File: config.mk
export PLATFORM = sky130hd
export DESIGN_NAME = sync_fifo
export DESIGN_NICKNAME = d
export VERILOG_FILES = /design/src/rtl/sync_fifo.sv
export SDC_FILE = /design/constraint.sdc
export NUM_CORES = 1
export LEC_CHECK = 0
export ABC_AREA = 1
export CORE_ASPECT_RATIO = 1.1
export CORE_MARGIN = 4
export CORE_UTILIZATION = 49
export DETAILED_ROUTE_END_ITERATION = 8
export GPL_TIMING_DRIVEN = 1
export HOLD_SLACK_MARGIN = 0.15
export MAX_ROUTING_LAYER = met4
export PLACE_DENSITY_LB_ADDON = 0.25
export SETUP_SLACK_MARGIN = 0.1
export SYNTH_ARGS = -nofsm -noshare
export SYNTH_HDL_FRONTEND = slang
export SYNTH_SLANG_ARGS = --single-unit
File: constraint.sdc
create_clock -name clk -period 2.6 [get_ports clk]
set_input_delay 0.39 -clock clk [delete_from_list [all_inputs] [get_ports clk]]
set_output_delay 0.39 -clock clk [all_outputs]
set_load 0.01 [all_outputs]
File: src/rtl/sync_fifo.sv
// Single-clock FIFO with level, almost-full/empty thresholds and sticky ovf/udf.
// Define SYNC_FIFO_FWFT_EN for first-word-fall-through reads (default: registered rdata).
module sync_fifo #(
   parameter int DWIDTH    = 32,
   parameter int AWIDTH    = 5,
   parameter int AFULL_TH  = 28,
   parameter int AEMPTY_TH = 4
) (
   input  logic              clk,
   input  logic              rst,
   input  logic [DWIDTH-1:0] wdata,
   input  logic              fifowr,
   input  logic              fiford,
   output logic [DWIDTH-1:0] rdata,
   output logic              rvalid,
   output logic              wfull,
   output logic              rempty,
   output logic              walmost_full,
   output logic              ralmost_empty,
   output logic [AWIDTH:0]   level,
   output logic              ovf,
   output logic              udf
);

   localparam int DEPTH = 1 << AWIDTH;

   localparam logic [AWIDTH:0] DEPTH_L  = (AWIDTH+1)'(DEPTH);
   localparam logic [AWIDTH:0] AFULL_L  = (AWIDTH+1)'(AFULL_TH);
   localparam logic [AWIDTH:0] AEMPTY_L = (AWIDTH+1)'(AEMPTY_TH);

   logic [DWIDTH-1:0] mem [DEPTH];

   logic [AWIDTH:0]   wptr;
   logic [AWIDTH:0]   rptr;
   logic [AWIDTH-1:0] waddr;
   logic [AWIDTH-1:0] raddr;
   logic              wr_acc;
   logic              rd_acc;

   assign waddr = wptr[AWIDTH-1:0];
   assign raddr = rptr[AWIDTH-1:0];

   // Flags come from the registered level only, never from the requests.
   assign wfull         = (level == DEPTH_L);
   assign rempty        = (level == '0);
   assign walmost_full  = (level >= AFULL_L);
   assign ralmost_empty = (level <= AEMPTY_L);

   assign wr_acc = fifowr && !wfull;
   assign rd_acc = fiford && !rempty;

   // Storage is deliberately not reset; stale words are unreachable once
   // the pointers and level are cleared.
   always_ff @(posedge clk) begin
      if (wr_acc) begin
         mem[waddr] <= wdata;
      end
   end

   always_ff @(posedge clk or posedge rst) begin
      if (rst) begin
         wptr <= '0;
         rptr <= '0;
      end else begin
         if (wr_acc) begin
            wptr <= wptr + 1'b1;
         end
         if (rd_acc) begin
            rptr <= rptr + 1'b1;
         end
      end
   end

   always_ff @(posedge clk or posedge rst) begin
      if (rst) begin
         level <= '0;
      end else begin
         unique case ({wr_acc, rd_acc})
            2'b10:   level <= level + 1'b1;
            2'b01:   level <= level - 1'b1;
            default: level <= level;
         endcase
      end
   end

   always_ff @(posedge clk or posedge rst) begin
      if (rst) begin
         ovf <= 1'b0;
         udf <= 1'b0;
      end else begin
         if (fifowr && wfull) begin
            ovf <= 1'b1;
         end
         if (fiford && rempty) begin
            udf <= 1'b1;
         end
      end
   end

`ifdef SYNC_FIFO_FWFT_EN
   // Head word is always on display; fiford just pops it.
   assign rdata  = mem[raddr];
   assign rvalid = !rempty;
`else
   always_ff @(posedge clk or posedge rst) begin
      if (rst) begin
         rdata  <= '0;
         rvalid <= 1'b0;
      end else begin
         rvalid <= rd_acc;
         if (rd_acc) begin
            rdata <= mem[raddr];
         end
      end
   end
`endif

endmodule

# Yosys cells after proc, flatten, opt, wreduce, memory -nomap -nowiden
# Memory sizes are Yosys's and may differ from the RTL's. A register that Yosys moved wholly into a read port is not among the register bits.
# Cells that the tools add are included.
dict set report word_totals {
  input_bits 36
  memories 1
  ramBits 1024
  wordCells 27
  ff_bits 21
  output_inout_bits 45
}
# name depth width rd rd_clocked_by_memory_dff wr line_no
set memory_table {}
lappend memory_table {mem 32 32 1 1 1 31} ;# logic [DWIDTH-1:0] mem [DEPTH];
dict set report classes {
  n_reduce_logical 8
  n_mux 3
  eq_ne 3
  n_lt_le_gt_ge 2
  add_sub_neg 4
}
# cell count
set op_table {}
lappend op_table {{6-bit by 1-bit adder with 6-bit output, second input constant} 3}
lappend op_table {{6-bit case mux with 2 select lines} 1}
lappend op_table {{6-bit == test, second input constant} 1}
lappend op_table {{6-bit by 5-bit >= comparator with 1-bit output, second input constant} 1}
lappend op_table {{6-bit by 3-bit <= comparator with 1-bit output, second input constant} 1}
lappend op_table {{6-bit logical NOT} 1}
lappend op_table {{6-bit by 1-bit subtractor with 6-bit output, second input constant} 1}
lappend op_table {{1-bit logical AND} 4}
lappend op_table {{2-bit by 1-bit == test with 1-bit output, second input constant} 1}
lappend op_table {{2-bit == test, second input constant} 1}
lappend op_table {{1-bit logical NOT} 2}
lappend op_table {{1-bit two-way mux} 2}
lappend op_table {{2-bit nonzero test} 1}

# Logic depth before layout (Yosys ltp)
dict set report depth {
  depth_word 5
  mapped_depth 18
  ltp_nobuf 17
}

# Worst setup path before layout
# No wires, ideal clock.
dict set report synth_path {
  path_kind {flip-flop to flip-flop}
  startpoint {register level[0]}
  endpoint {memory mem[11][0] (enable)}
  path_buffers 0
  stages_incl_launch_ff 9
  arrival_time_ns 2.507
  setup_ns 0.421
  required_ns 2.179
  setup_slack_ns -0.328
  period_less_slack_ns 2.928
  cell_sequence {dfrtp_1 inv_1 nand2_1 nor2_1 nand3_1 nand2_1 nor2_1 inv_1 nor2_1}
}
dict set report synth_via {
  elab_chain_len 5
}
# element line_no
set synth_lines {}
lappend synth_lines {{start, declared} 20} ;# output logic [AWIDTH:0] level,
lappend synth_lines {{start signal, assigned} 79} ;# 2'b10: level <= level + 1'b1;
lappend synth_lines {{start signal, assigned} 80} ;# 2'b01: level <= level - 1'b1;
lappend synth_lines {{start signal, assigned} 81} ;# default: level <= level;
lappend synth_lines {{6-bit == test} 44} ;# assign wfull = (level == DEPTH_L);
lappend synth_lines {{1-bit logical NOT} 49} ;# assign wr_acc = fifowr && !wfull;
lappend synth_lines {{1-bit logical AND} 49}
lappend synth_lines {{1-bit two-way mux} 55} ;# if (wr_acc) begin
lappend synth_lines {{1-bit two-way mux (not written as such)} 56} ;# mem[waddr] <= wdata;
lappend synth_lines {{end, declared} 31}
# Every way passes these cells.

# Worst setup path in the final report
dict set report layout_path {
  startpoint {register level[1]}
  endpoint {output ralmost_empty}
}
dict set report layout_via {
  elab_chain_len 1
}
# element line_no
set layout_lines {}
lappend layout_lines {{6-bit by 3-bit <= comparator with 1-bit output} 47} ;# assign ralmost_empty = (level <= AEMPTY_L);
lappend layout_lines {{end, declared} 19} ;# output logic ralmost_empty,
# Every way passes these cells.

==> metrics.txt <==
Finished Layout Cells=5590; YS warnings=0; H-Tree Depth=3; DRC errors left=0; Skew-Pair Late Insertion Delay=680 ps; GR Util met1=33.6%; worst clock skew=38.4 ps; FF/Latch Area=32000 sq um; met3 usage in global routing=3.71%; die area=96700 sq um; Clk pin slew, worst setup/hold paths=60 ps; final wirelength=117000 microns; Main synth FF type=edfxtp_1; area taken by multi-input logic gates=10500 sq um; total iterations of the first detailed-routing run=6; CTS Sinks=approximately 1100; final period utilization=89.0%; most frequent cell after synthesis=nand2_1; Syn Std Cell Area=45000 sq um; Max-cap violations=0; crit-path max cell delay=370 ps; Worst Max-Slew Pin Slew=860 ps; Antenna Nets Post-Route=0; Hold Path Class=input port to register; slowest CP cell=dfrtp_1; Pwr Total=55.5 mW; CTS tree=yes; Buffers & Inverters on Critical Path=2; post-DR wirelength/cell=around 21 microns; busiest grt layer=met2; Setup Crit Path Kind=register to output port; Post-synth top cells=1442 x nand2_1, 1024 x edfxtp_1, 624 x nand3_1, 444 x inv_1, 232 x nor2_1; GP Congestion=0.864; clock buffer count from CTS=107; Core Area=91000 sq um; Die Width=~300 microns; worst-path fanout max=3; vias in the first global route=28824; sequential element share of the synthesized area=71.2%; slew margin rel.=42.7%; layout cells sized above 1=8.64%; DR vias/cell=5.34; PD cells=1060 nW/um^2; fin worst setup slack=286 ps; synthesized instance count=4174; CP endpoint kind=output port; worst slack, placed=126 ps; fmax=0.432 GHz; Inst Count DP=around 5400; Global Route met2 Usage=approximately two fifths; Seq cells post-synth=1075; arrival time worst endpoint=1920 ps; unrepaired setup endpoints after global routing=no; WP data required=around 2200 ps; Leakage Power=20.8 nW; first-pass GRT wire length=177000 microns; CP startpoint kind=register; Initial Utilization=49.4%; Worst VDD drop=0.908 mV; Area contributors post-synth=edfxtp_1 68%, nand2_1 12%, nand3_1 6.9%; Die H=326 microns; status=complete, no violations; Yosys top cell by area=edfxtp_1; Via Count=around 30000; total grt overflow=0; Std-Cell Rows=between 100 and 150; CTS max path bufs=3; CTS root buf=clkbuf_16; cell family with most CP delay=buffers and inverters; sum of negative setup slack=0 ps; Final Max Slew Viols=0; # IOs=a little over 80; final hold vios=0; pin count of the biggest net entering global routing=120; Area growth syn-to-layout=16.2%; post-synth top area share=68.4%; fin nets=4372; post-synth net total=4218; Post-synth EDFFs=1024; initial antenna violation count=2; post-DP HPWL=69300 microns; Avg Cell Area, Syn=10.8 sq um; crit path cell chain=inv_1 -> nand2_1 -> a2111oi_1 -> dlygate4sd2_1; IO Port Bufs=80; FFs w/ async S/R, synth=4.74%; GR Util All Layers=24.7%; DRT iter0 DRCs=3309; layout filler cell count=7303; setup violators final=0; min Tclk post-route=2310 ps; Yosys cell types=24
==> layout make-up <==
class | count | area share, %
multi-input combinational | 2431 | 20.0
clock inverter | 46 | 0.855
antenna | 2 | 0.00958
inverter | 449 | 3.26
tap | 1180 | 2.83
clock buffer | 143 | 5.60
timing repair buffer | 264 | 6.13
sequential | 1075 | 61.3
==> cells in the final DEF (no fill, tap or decap), drive strengths merged, types with 3 or more instances in the layout <==
master,n
edfxtp,1024
clkbuf,143
nand3,624
ha,8
bufinv,7
buf,184
a21oi,65
inv,448
xnor2,3
clkinv,39
dlygate4sd2,3
xor2,7
nand2,1442
o21ai,42
clkdlybuf4s50,76
dfrtp,51
nor2,232
==> flip-flops by register name, indices dropped and copies added (netlist names) <==
register and cells:
level 6, rvalid 1, udf 1, ovf 1, mem 1024, wptr 5
rptr 5, rdata 32
==> worst register-to-register path: cells and delay by family, from the launching register on <==
kind	cells	cell delay, ps
DFF	1	590
buffers and inverters	2	700
and+or+nand+nor	8	940
==> what timing repair did <==
| action | 4_1_cts | 5_1_grt |
|---|---|---|
| endpoints found under the setup margin | 3 | 3 |
| hold endpoints to repair | 51 | 0 |
| hold buffers | 1 | 0 |
| setup buffers | 0 | 0 |
| resized for setup | 6 | 2 |
==> kinds of logic after synthesis <==
kind of cell / count (synthesis) / synth area share, %
compound gates: 113 / 1.29
xor+xnor: 10 / 0.195
fa+ha+maj: 8 / 0.223
buf+inv: 668 / 6.13
flops: 1075 / 71.2
simple gates: 2300 / 20.9
==> path summary, 6_finish.rpt <==
| kind | from | slack, ps | to | depth (start not counted) |
|---|---|---|---|---|
| max | level[1] | 290 | ralmost_empty | 4 |
| max reg2reg | rptr[0] | 300 | rdata[14] | 10 |
| min reg2reg | ovf | 460 | ovf | 1 |
| min in group asynchronous | rst | 660 | rdata[21] | 4 |
| max in group asynchronous | rst | 1620 | rptr[0] | 4 |
| min | fifowr | 360 | ovf | 2 |
==> routing by layer <==
layer / part of all wire [%] / vias to the layer above / wire [microns]
met5: 0 / - / 0
met4: 2.3 / 0 / 2640
met3: 7.7 / 178 / 9090
met2: 48 / 1149 / 56600
met1: 42 / 14430 / 48900
li1: - / 14102 / -
==> where the power goes <==
part	leakage, nW	internal [mW]	switching (mW)
sequential	9.84	20.3	0.637
combinational	9.33	6.19	13.4
clock	1.65	8.56	6.38
==> through the flow <==
step	hold slack [ps]	util [%]	instance area (sq um)
floorplan	489	-	45000
global placement	440	53.7	48900
detailed placement	447	53.7	48900
CTS	303	57.4	52200
global route	378	57.4	52300
finish	362	57.4	52300
Power figures use the tool's default switching activity.
